==> src/rtl/reg_file_4x4_if.sv <==
// Bus bundle between the CPU write/read path and the 4x4 register bank.
// master drives write enables, data and selects; slave returns the registered read data and err.
interface reg_file_4x4_if #(
  parameter int WIDTH = 4
);
  logic [3:0]       we;
  logic [WIDTH-1:0] wdata;
  logic [1:0]       ra_sel;
  logic [1:0]       rb_sel;
  logic             err_clr;
  logic [WIDTH-1:0] ra_data;
  logic [WIDTH-1:0] rb_data;
  logic             err;

  modport master (
    output we, wdata, ra_sel, rb_sel, err_clr,
    input  ra_data, rb_data, err
  );

  modport slave (
    input  we, wdata, ra_sel, rb_sel, err_clr,
    output ra_data, rb_data, err
  );
endinterface

==> src/rtl/reg_file_4x4.sv <==
// Four-entry register bank fed by a one-hot decoder, with two registered
// write-first read ports and a sticky flag for multi-hot write enables.
module reg_file_4x4 #(
  parameter int               WIDTH     = 4,
  parameter logic [WIDTH-1:0] RESET_VAL = '0
) (
  input logic           clk,
  input logic           rst,
  reg_file_4x4_if.slave bus
);
  logic [WIDTH-1:0] regs_q [4];
  logic [WIDTH-1:0] regs_d [4];
  logic [WIDTH-1:0] ra_q, ra_d;
  logic [WIDTH-1:0] rb_q, rb_d;
  logic             err_q, err_d;
  logic             multi_hot;
  logic             one_hot;

  assign multi_hot = (bus.we & (bus.we - 4'd1)) != 4'd0;
  assign one_hot   = (bus.we != 4'd0) && !multi_hot;

  // Read ports look at the post-write array, which gives write-first bypass;
  // an illegal enable leaves regs_d untouched so nothing is forwarded.
  always_comb begin
    for (int i = 0; i < 4; i++) begin
      regs_d[i] = regs_q[i];
      if (one_hot && bus.we[i]) regs_d[i] = bus.wdata;
    end
    ra_d  = regs_d[bus.ra_sel];
    rb_d  = regs_d[bus.rb_sel];
    err_d = err_q;
    if (multi_hot)        err_d = 1'b1;
    else if (bus.err_clr) err_d = 1'b0;
  end

  always_ff @(posedge clk or posedge rst) begin
    if (rst) begin
      for (int i = 0; i < 4; i++) regs_q[i] <= RESET_VAL;
      ra_q  <= RESET_VAL;
      rb_q  <= RESET_VAL;
      err_q <= 1'b0;
    end else begin
      for (int i = 0; i < 4; i++) regs_q[i] <= regs_d[i];
      ra_q  <= ra_d;
      rb_q  <= rb_d;
      err_q <= err_d;
    end
  end

  assign bus.ra_data = ra_q;
  assign bus.rb_data = rb_q;
  assign bus.err     = err_q;
endmodule

==> src/flat_wrapper.sv <==
// flat-port wrapper written by rule: the top's interface ports become plain ports
module reg_file_4x4_flat 
#(
  parameter int               WIDTH     = 4,
  parameter logic [WIDTH-1:0] RESET_VAL = '0
)
  (clk, rst, bus_we, bus_wdata, bus_ra_sel, bus_rb_sel, bus_err_clr, bus_ra_data, bus_rb_data, bus_err);
  reg_file_4x4_if #(.WIDTH(WIDTH)) bus_i ();
  input logic clk;
  input logic rst;
  input wire logic [$bits(bus_i.we)-1:0] bus_we;
  input wire logic [$bits(bus_i.wdata)-1:0] bus_wdata;
  input wire logic [$bits(bus_i.ra_sel)-1:0] bus_ra_sel;
  input wire logic [$bits(bus_i.rb_sel)-1:0] bus_rb_sel;
  input wire logic [$bits(bus_i.err_clr)-1:0] bus_err_clr;
  output wire logic [$bits(bus_i.ra_data)-1:0] bus_ra_data;
  output wire logic [$bits(bus_i.rb_data)-1:0] bus_rb_data;
  output wire logic [$bits(bus_i.err)-1:0] bus_err;
  assign bus_i.we = bus_we;
  assign bus_i.wdata = bus_wdata;
  assign bus_i.ra_sel = bus_ra_sel;
  assign bus_i.rb_sel = bus_rb_sel;
  assign bus_i.err_clr = bus_err_clr;
  assign bus_ra_data = bus_i.ra_data;
  assign bus_rb_data = bus_i.rb_data;
  assign bus_err = bus_i.err;
  reg_file_4x4 #(.WIDTH(WIDTH), .RESET_VAL(RESET_VAL)) u_core (.clk(clk), .rst(rst), .bus(bus_i));
endmodule
==> config.mk <==
export PLATFORM = sky130hd
export DESIGN_NAME = reg_file_4x4_flat
export DESIGN_NICKNAME = d
export VERILOG_FILES = /design/src/rtl/reg_file_4x4_if.sv /design/src/rtl/reg_file_4x4.sv /design/src/flat_wrapper.sv
export SDC_FILE = /design/constraint.sdc
export NUM_CORES = 1
export LEC_CHECK = 0
export ABC_CLOCK_PERIOD_IN_PS = 1400
export BUFFER_PORTS_ARGS = -buffer_cell sky130_fd_sc_hd__buf_2
export CAP_MARGIN = 30
export CORE_ASPECT_RATIO = 1.5
export CORE_UTILIZATION = 52
export DETAILED_ROUTE_END_ITERATION = 10
export PLACE_DENSITY = 0.77
export SKIP_CTS_REPAIR_TIMING = 1
export SYNTH_ARGS = -nofsm -noshare
export SYNTH_HDL_FRONTEND = slang
export SYNTH_SLANG_ARGS = --single-unit
export TNS_END_PERCENT = 30
==> constraint.sdc <==
create_clock -name clk -period 1.4 [get_ports clk]
set_input_delay 0.14 -clock clk [delete_from_list [all_inputs] [get_ports clk]]
set_output_delay 0.14 -clock clk [all_outputs]
set_load 0.01 [all_outputs]
---- Word-level counts from Yosys, hierarchy flattened ----
Cells that the tools add are included.
W data, S select, Z words.
storage, ports and cells
  RAM bits ................................ 0
  word-level logic and storage cells ...... 34
  memories kept ........................... 0
  bits of input ports ..................... 15
  register bits ........................... 25
  bits in latches ......................... 0
  memory bits (read-only) ................. 0
cells by class
  $lt $le $gt $ge ......................... 2
  add/subtract/negate cells ............... 1
  $mul .................................... 0
  bitwise gates (word level) .............. 3
  divide/modulo/power cells ............... 0
  mux-type cells .......................... 12
  reduce and logical (&&, ||, !) cells .... 9
  equal/unequal tests ..................... 0
  shifts and indexed selects .............. 0
operators with widths
  cell                   count
  $mux W4                8
  $bmux W4 S2            2
  $reduce_bool A4 Y1     2
  $ge A3 B3 Y1 const B   2
  $not A2 Y3             2
  $logic_and A1 B1 Y1    5
  $and A4 B4 Y4          1
  $sub A4 B1 Y4 const B  1
  $mux W1                2
  $reduce_bool A2 Y1     1
  $logic_not A1 Y1       1

---- Logic depth before layout (Yosys ltp) ----
Gate-level depths: netlist of run 1.
  depth in word-level cells ............... 10
  mapped depth ............................ 3

---- Worst setup path after synthesis of run 1 ----
No wires, ideal clock.
  path kind ............................... input to register
  start ................................... input port bus_we[2]
  end ..................................... register u_core.ra_q[0] (netlist: u_core.bus.ra_data[0])
  arrival ................................. 1.421 ns
  slack ................................... -0.161 ns
  cell stages on the path ................. 3
  required time ........................... 1.260 ns
  library setup time ...................... 0.140 ns
  cell sequence ........................... nor4b_2 mux2_2 mux4_1
RTL lines
  element               RTL line            RTL
  start, declared       flat_wrapper.sv:11  input wire logic [$bits(bus_i.we)-1:0] bus_we;
  end signal, assigned  reg_file_4x4.sv:44  ra_q <= ra_d;
  end, declared         reg_file_4x4.sv:13  logic [WIDTH-1:0] ra_q, ra_d;

==> run summary, run 1 <==
Synth area leader -> dfrtp_1
Routed WL per cell -> 16.1 um
Worst-Skew Late Latency -> 0.30 ns
Most common cell after layout, fill and taps aside -> dfrtp_1
Synth top area share -> 56.0%
Share of layout cells above drive strength 1 -> 64.6%
CTS buffer count -> 3
Pwr/cell area -> 1240 nW/um2
Worst EP arrival -> 1.57 ns
Via density -> 5.59
GPL Wtd Cong -> 0.707
Syn_area_per_cell -> 18.9 um2
Clk pwr share -> 18.2%
Post-Syn Nets -> 74
Placed Instances -> 111
CP required -> 1.59 ns
Largest cells by area after synthesis -> dfrtp_1 56%, mux4_1 19%, mux2_2 16%, nor4b_2 4.0%, nor4b_4 2.1%
Root Driver -> clkbuf_4
Die Span X -> 39.8 um
Cells after synthesis -> 59
Rel. slew slack -> 79.8%
Post-synthesis sequential area ratio -> 56.0%
Core Region -> 2030 um2
Rows -> 20
Post-route minimum period -> 1.38 ns
TritonCTS clock tree -> built
FF+latch count, synth -> 25
Worst slack, placed -> -0.351 ns
Sum Neg Setup Slack -> 0 ns
Area growth syn-to-layout -> 23.6%
Largest net degree at the start of global routing -> 26
Vias in the first global route -> 676
CP endpoint kind -> flip-flop
Sink Count -> 25
Io pins -> 24
Reg clk slew, reported paths -> 0.13 ns
Nets -> 112
Int Pwr -> 1.27 mW
Drt pass-1 iters -> 4
Hold crit path type -> input pin to flip-flop
Antenna diodes -> 0
First-pass GRT wire length -> 2.94 mm
Startpoint types -> input pin
Final Setup Violations -> 0
Net Sw Frac -> 25.9%
RSZ-0062 raised after global routing -> no
DR DRC count -> 0
Die Y -> 58.8 um
Vias -> 660
Layout Cells excl Fill -> 118
Synth Cell Area -> 1120 um2
Final Slew Violations -> 0
YS warnings -> 0
Logic gate share of total power -> 27.7%
Buffers on Ports -> 23
Placed inst area -> 1320 um2
Final period util -> 98.5%
Total routed wirelength -> 1.90 mm
Detailed router's first-iteration violation count -> 15
Initial Util -> 55.1%
Clock Tree Buf Depth -> 2
Setup Skew -> 0.00115 ns
Antenna violations before repair -> 0
Status -> finished clean
Flop pwr share -> 54.1%
Maxcap violations -> 0
Hold Vio Cnt, Final -> 0
DP HPWL -> 1.44 mm
Total gr overflow -> 0
H-tree levels -> 1
CP Class -> input pin to flip-flop
F_max -> 725 MHz
Distinct cells, synth -> 10
Leading cell types in the layout, fill and taps excluded -> 25 x dfrtp_1, 23 x buf_2, 11 x mux2_2
Lkg Pwr -> 0.632 nW
Die Area -> 2340 um2
GRT Overall Usage -> 19.6%
Finished Cell Area -> 1380 um2
Worst Path Max Fanout -> 5
Final ANT Viol Nets -> 0
Worst VDD drop -> 776 uV
Final worst setup slack -> 0.0216 ns
Switch Pwr -> 442 uW
Measured slew at the worst slew-check pin -> 0.304 ns
worst paths after layout:
path / slack (ns) / startpoint / end / depth (start not counted)
setup reg to reg: 0.15 / u_core.regs_q[0] / u_core.bus.ra_data[0] / 2
hold / removal: 0.12 / bus_wdata[3] / u_core.regs_q[11] / 2
hold reg to reg: 0.52 / u_core.regs_q[11] / u_core.regs_q[11] / 1
min in group asynchronous: 0.40 / rst / u_core.regs_q[5] / 4
max in group asynchronous: 0.77 / rst / u_core.regs_q[14] / 4
setup / recovery: 0.02 / bus_we[1] / u_core.bus.ra_data[2] / 5
worst max-delay path, stage by stage:
cell and delay (ns):
buf_2 0.16, nor4b_4 0.27, buf_4 0.18, mux2_2 0.36, mux4_2 0.46
sequential cells by signal (all words and copies together), names as in the netlist:
name / count
u_core.bus.err: 1
u_core.bus.ra_data: 4
u_core.bus.rb_data: 4
u_core.regs_q: 16
cells in the mapped netlist:
master,count
dfrtp_1,25
o22ai_1,1
inv_1,2
maj3_1,1
nor4b_4,1
mux4_1,8
nor4b_2,3
mux2_2,16
nor2_1,1
nor3_1,1
power groups by stage:
stage | Sequential (mW) | Combinational, mW | Clock [mW]
CTS | 0.927 | 0.472 | 0.324
global placement | 0.932 | 0.460 | 0
detailed placement | 0.942 | 0.471 | 0
global route | 0.942 | 0.514 | 0.350
floorplan | 0.969 | 0.269 | 0
finish | 0.924 | 0.474 | 0.311
kinds of logic (layout without fill, tap and decap cells):
group	count (synthesis)	after routing	share of synthesized area, %
and+or+nand+nor	6	6	6.94
buffers and inverters	2	39	0.672
muxes	24	24	34.9
adders and majority gates	1	1	0.896
DFF	25	25	56.0
AOI/OAI and AO/OA	1	1	0.560
routing by layer:
layer | routed length (um) | vias to the layer above | track usage, % | part of all wire [%]
li1 | - | 304 | - | -
met1 | 771 | 335 | 25.3 | 41
met2 | 1040 | 19 | 30.7 | 55
met3 | 66 | 2 | 3.40 | 3.5
met4 | 17 | 0 | 10.3 | 0.90
met5 | 0 | - | 0 | 0
metrics by stage:
step	hold WS, ns	power, mW	utilization [%]
floorplan	0.167	1.24	-
global placement	0.196	1.39	65.3
detailed placement	0.200	1.41	65.3
CTS	-0.152	1.72	66.6
global route	0.115	1.81	68.1
finish	0.115	1.71	68.1
layout make-up:
| type | count | area, um2 |
|---|---|---|
| Timing Repair Buffer | 33 | 195 |
| Inverter | 2 | 7.51 |
| Fill cell | 133 | 646 |
| Tap cell | 22 | 27.5 |
| Sequential cell | 25 | 626 |
| Clock buffer | 4 | 26.3 |
| Multi-Input combinational cell | 32 | 499 |
Power figures use the tool's default switching activity.
==> run 2, diff against run 1 <==
CELL_PAD_IN_SITES_DETAIL_PLACEMENT = 0   (was not set)
CELL_PAD_IN_SITES_GLOBAL_PLACEMENT = 1   (was not set)
CORE_MARGIN = 2   (was not set)
CORE_UTILIZATION = 44   (was 52)
PLACE_DENSITY = not set   (was 0.77)
PLACE_DENSITY_LB_ADDON = 0.1   (was not set)
==> run summary, run 2 (synthesis gave the netlist of run 1 again) <==
Crit-path slowest cell -> mux4_2
Hold_sp -> bus_err_clr
RR Startpoint -> u_core.regs_q[0]
FF-to-FF path depth -> 2
Final ANT Viol Nets -> 0
Reg clk slew, reported paths -> 0.12 ns
Hold crit path type -> input pin to flip-flop
Root Driver -> clkbuf_4
Drt pass-1 iters -> 2
Die Area -> 2970 um2
GRT Overall Usage -> 16.6%
GPL Wtd Cong -> 0.664
Leading cell types in the layout, fill and taps excluded -> 25 x dfrtp_1, 22 x buf_2, 11 x mux2_2
Final Slew Violations -> 0
Maxcap violations -> 0
Share of layout cells above drive strength 1 -> 65.3%
Nets -> 111
Setup Skew -> 0.00107 ns
Final period util -> 98.4%
Worst VDD drop -> 719 uV
WP buf/inv -> 2
Io pins -> 24
Measured slew at the worst slew-check pin -> 0.311 ns
Worst slack, placed -> -0.382 ns
Vias -> 670
Antenna diodes -> 0
Final worst setup slack -> 0.0226 ns
Rel. slew slack -> 79.2%
Post-route minimum period -> 1.38 ns
Setup crit start -> bus_we[3]
Startpoint types -> input pin
Final Setup Violations -> 0
Critical-path cell list -> clkbuf_4, nor4b_4, buf_4, mux2_2, mux4_2
Sum Neg Setup Slack -> 0 ns
CP Class -> input pin to flip-flop
DR DRC count -> 0
Fillers -> 214
Top reg by flops -> u_core.regs_q
Status -> finished clean
CP required -> 1.59 ns
Total routed wirelength -> 2.04 mm
Worst Path Max Fanout -> 5
Core Region -> 2420 um2
Delay-heaviest family, CP -> multiplexers
DP HPWL -> 1.59 mm
Clock Tree Buf Depth -> 2
Worst-Skew Late Latency -> 0.30 ns
Antenna violations before repair -> 0
Rows -> 22
Die Y -> 65.7 um
Max incr delay on CP -> 0.47 ns
Largest net degree at the start of global routing -> 26
F_max -> 726 MHz
Detailed router's first-iteration violation count -> 20
CTS buffer count -> 3
Levels on crit path -> 5
Total gr overflow -> 0
Buffers on Ports -> 23
Routed WL per cell -> 17.2 um
Worst EP arrival -> 1.57 ns
Area growth syn-to-layout -> 23.2%
Sink Count -> 25
Initial Util -> 46.1%
RSZ-0062 raised after global routing -> yes
H-tree levels -> 1
Vias in the first global route -> 704
Worst hold path depth -> 2
First-pass GRT wire length -> 3.41 mm
Lkg Pwr -> 0.628 nW
Via density -> 5.63
Hold Vio Cnt, Final -> 0
CP endpoint kind -> flip-flop
Pwr/cell area -> 1240 nW/um2
Worst hold slack -> 0.0106 ns
Largest register FFs -> 16
TritonCTS clock tree -> built
Die Span X -> 45.1 um
Most common cell after layout, fill and taps aside -> dfrtp_1
## run 2: metrics by stage
| step | total power [mW] | util (%) | std cells | instance area, um2 |
|---|---|---|---|---|
| after floorplan | 1.24 | - | 59 | 1130 |
| after global placement | 1.40 | 54.8 | 113 | 1330 |
| after detailed placement | 1.42 | 54.8 | 113 | 1330 |
| after CTS | 1.73 | 55.8 | 117 | 1350 |
| after global routing | 1.80 | 56.8 | 119 | 1380 |
| final | 1.71 | 56.8 | 119 | 1380 |
## run 2: per-layer routing
| layer | vias to the layer above | wire (um) | GRT usage [%] |
|---|---|---|---|
| li1 | 302 | - | - |
| met1 | 352 | 825 | 20.6 |
| met2 | 14 | 1120 | 28.0 |
| met3 | 2 | 68 | 1.65 |
| met4 | 0 | 24 | 7.72 |
| met5 | - | 0 | 0 |
## run 2: layout make-up
type | count | area [um2] | area share, %
sequential | 25 | 626 | 45.5
multi-input combinational | 32 | 499 | 36.3
timing repair buffer | 32 | 188 | 13.6
tap | 24 | 30.0 | 2.18
clock buffer | 4 | 26.3 | 1.91
inverter | 2 | 7.51 | 0.545
## run 2: worst paths after layout
| kind | slack [ns] | to |
|---|---|---|
| max in group asynchronous | 0.76 | u_core.bus.err |
| worst min register to register | 0.52 | u_core.regs_q[8] |
| worst max register to register | 0.14 | u_core.bus.rb_data[0] |
| min in group asynchronous | 0.41 | u_core.bus.ra_data[1] |
| worst max-delay path | 0.02 | u_core.bus.rb_data[0] |
| worst min-delay path | 0.01 | u_core.bus.err |
## run 2: report_power, final
group | internal [mW] | switching, mW
registers | 0.883 | 0.0407
clock network | 0.111 | 0.196
logic | 0.271 | 0.202
==> run 3, diff against run 2 <==
ABC_CLOCK_PERIOD_IN_PS = not set   (was 1400)
CAP_MARGIN = 20   (was 30)
PLACE_DENSITY = 0.87   (was not set)
PLACE_DENSITY_LB_ADDON = not set   (was 0.1)
==> run summary, run 3 (synthesis gave the netlist of run 1 again) <==
Status -> finished clean
FF-to-FF End -> u_core.bus.ra_data[0]
CP required -> 1.60 ns
Post-route minimum period -> 1.38 ns
Maxcap violations -> 0
Largest net degree at the start of global routing -> 26
Core Region -> 2420 um2
Hold_sp -> bus_err_clr
Max incr delay on CP -> 0.46 ns
Worst-Skew Late Latency -> 0.30 ns
Total gr overflow -> 0
Worst Hold Endpoint -> u_core.bus.err
Routed WL per cell -> 16.6 um
Crit-path slowest cell -> mux4_2
Placed Instances -> 112
Total power -> 1.71 mW
GRT Overall Usage -> 15.5%
Top reg by flops -> u_core.regs_q
Critical-path cell list -> clkbuf_4, nor4b_4, buf_4, mux2_2, mux4_2
Antenna diodes -> 0
Worst EP arrival -> 1.57 ns
Die Area -> 2970 um2
Rel. slew slack -> 80.0%
Clock Tree Buf Depth -> 2
Antenna violations before repair -> 0
Reg clk slew, reported paths -> 0.13 ns
Levels on crit path -> 5
Worst VDD drop -> 766 uV
Via density -> 5.54
RR Startpoint -> u_core.regs_q[12]
Startpoint types -> input pin
Pwr/cell area -> 1230 nW/um2
Nets -> 110
DP HPWL -> 1.50 mm
Delay-heaviest family, CP -> multiplexers
Sink Count -> 25
CP Class -> input pin to flip-flop
Die Y -> 65.7 um
Rows -> 22
WP buf/inv -> 2
Layout Cells excl Fill -> 118
Drt pass-1 iters -> 2
Setup Skew -> 0.000704 ns
F_max -> 725 MHz
Initial Util -> 46.1%
Largest register FFs -> 16
Fillers -> 212
FF-to-FF path depth -> 2
Reg2reg setup slack -> 0.15 ns
Die Span X -> 45.1 um
Io pins -> 24
Share of layout cells above drive strength 1 -> 64.9%
Worst slack, placed -> -0.352 ns
GPL Wtd Cong -> 0.737
Final worst setup slack -> 0.0209 ns
First-pass GRT wire length -> 3.18 mm
Buffers on Ports -> 23
H-tree levels -> 1
TritonCTS clock tree -> built
Vias -> 654
Hold crit path type -> input pin to flip-flop
Final ANT Viol Nets -> 0
Total routed wirelength -> 1.96 mm
Final period util -> 98.5%
Root Driver -> clkbuf_4
CTS buffer count -> 3
Most common cell after layout, fill and taps aside -> dfrtp_1
Final Setup Violations -> 0
Vias in the first global route -> 682
CP endpoint kind -> flip-flop
Lkg Pwr -> 0.634 nW
Worst hold path depth -> 2
Measured slew at the worst slew-check pin -> 0.299 ns
RSZ-0062 raised after global routing -> no
Worst Path Max Fanout -> 6
Hold Vio Cnt, Final -> 0
Detailed router's first-iteration violation count -> 4
Leading cell types in the layout, fill and taps excluded -> 25 x dfrtp_1, 19 x buf_2, 9 x mux2_2
Area growth syn-to-layout -> 24.2%
Final Slew Violations -> 0
DR DRC count -> 0
[run 3: cell types whose count changed in the layout (fill, tap and decap cells not counted), sizes merged]
cell    previous run  this run
buf               30        28
clkbuf             5         6
[run 3: through the flow]
step	hold slack, ns	setup TNS [ns]	util (%)	area [um2]
after global placement	0.197	-2.51	54.4	1320
after CTS	-0.148	-0.0149	55.5	1350
after detailed placement	0.204	-2.70	54.4	1320
after global routing	0.0139	0	57.3	1390
after floorplan	0.167	-0.476	-	1130
final	0.0167	0	57.3	1390
[run 3: cell type report]
type                    instances  area (um2)  share of cell area, %
clock buffers                   4        26.3                   1.89
inverters                       2        7.51                  0.541
multi-input cells              32         507                   36.5
flip-flops and latches         25         626                   45.1
well taps                      24        30.0                   2.16
repair buffers                 31         191                   13.8
[run 3: report_power, final]
group | switching, mW | internal, mW | total (mW)
registers | 0.0428 | 0.884 | 0.926
logic | 0.201 | 0.279 | 0.481
clock network | 0.194 | 0.111 | 0.305
total | 0.439 | 1.27 | 1.71
[run 3: how the worst max path moves through the flow]
| stage | from | end | slack (ns) |
|---|---|---|---|
| after floorplan | bus_we[3] | u_core.bus.ra_data[0] | -0.06 |
| after global placement | bus_we[1] | u_core.bus.ra_data[0] | -0.32 |
| after detailed placement | bus_we[3] | u_core.bus.ra_data[0] | -0.35 |
| after CTS | bus_we[3] | u_core.bus.ra_data[0] | -0.01 |
| after global routing | bus_we[3] | u_core.bus.rb_data[3] | 0.003 |
| final | bus_we[3] | u_core.bus.rb_data[1] | 0.02 |
[run 3: per-layer routing]
metal / vias to the layer above / track usage [%] / share of wire (%)
met5: - / 0 / 0
met4: 0 / 8.82 / 1.2
met2: 16 / 26.8 / 59
met1: 339 / 17.9 / 36
met3: 2 / 1.65 / 3.6
li1: 297 / - / -
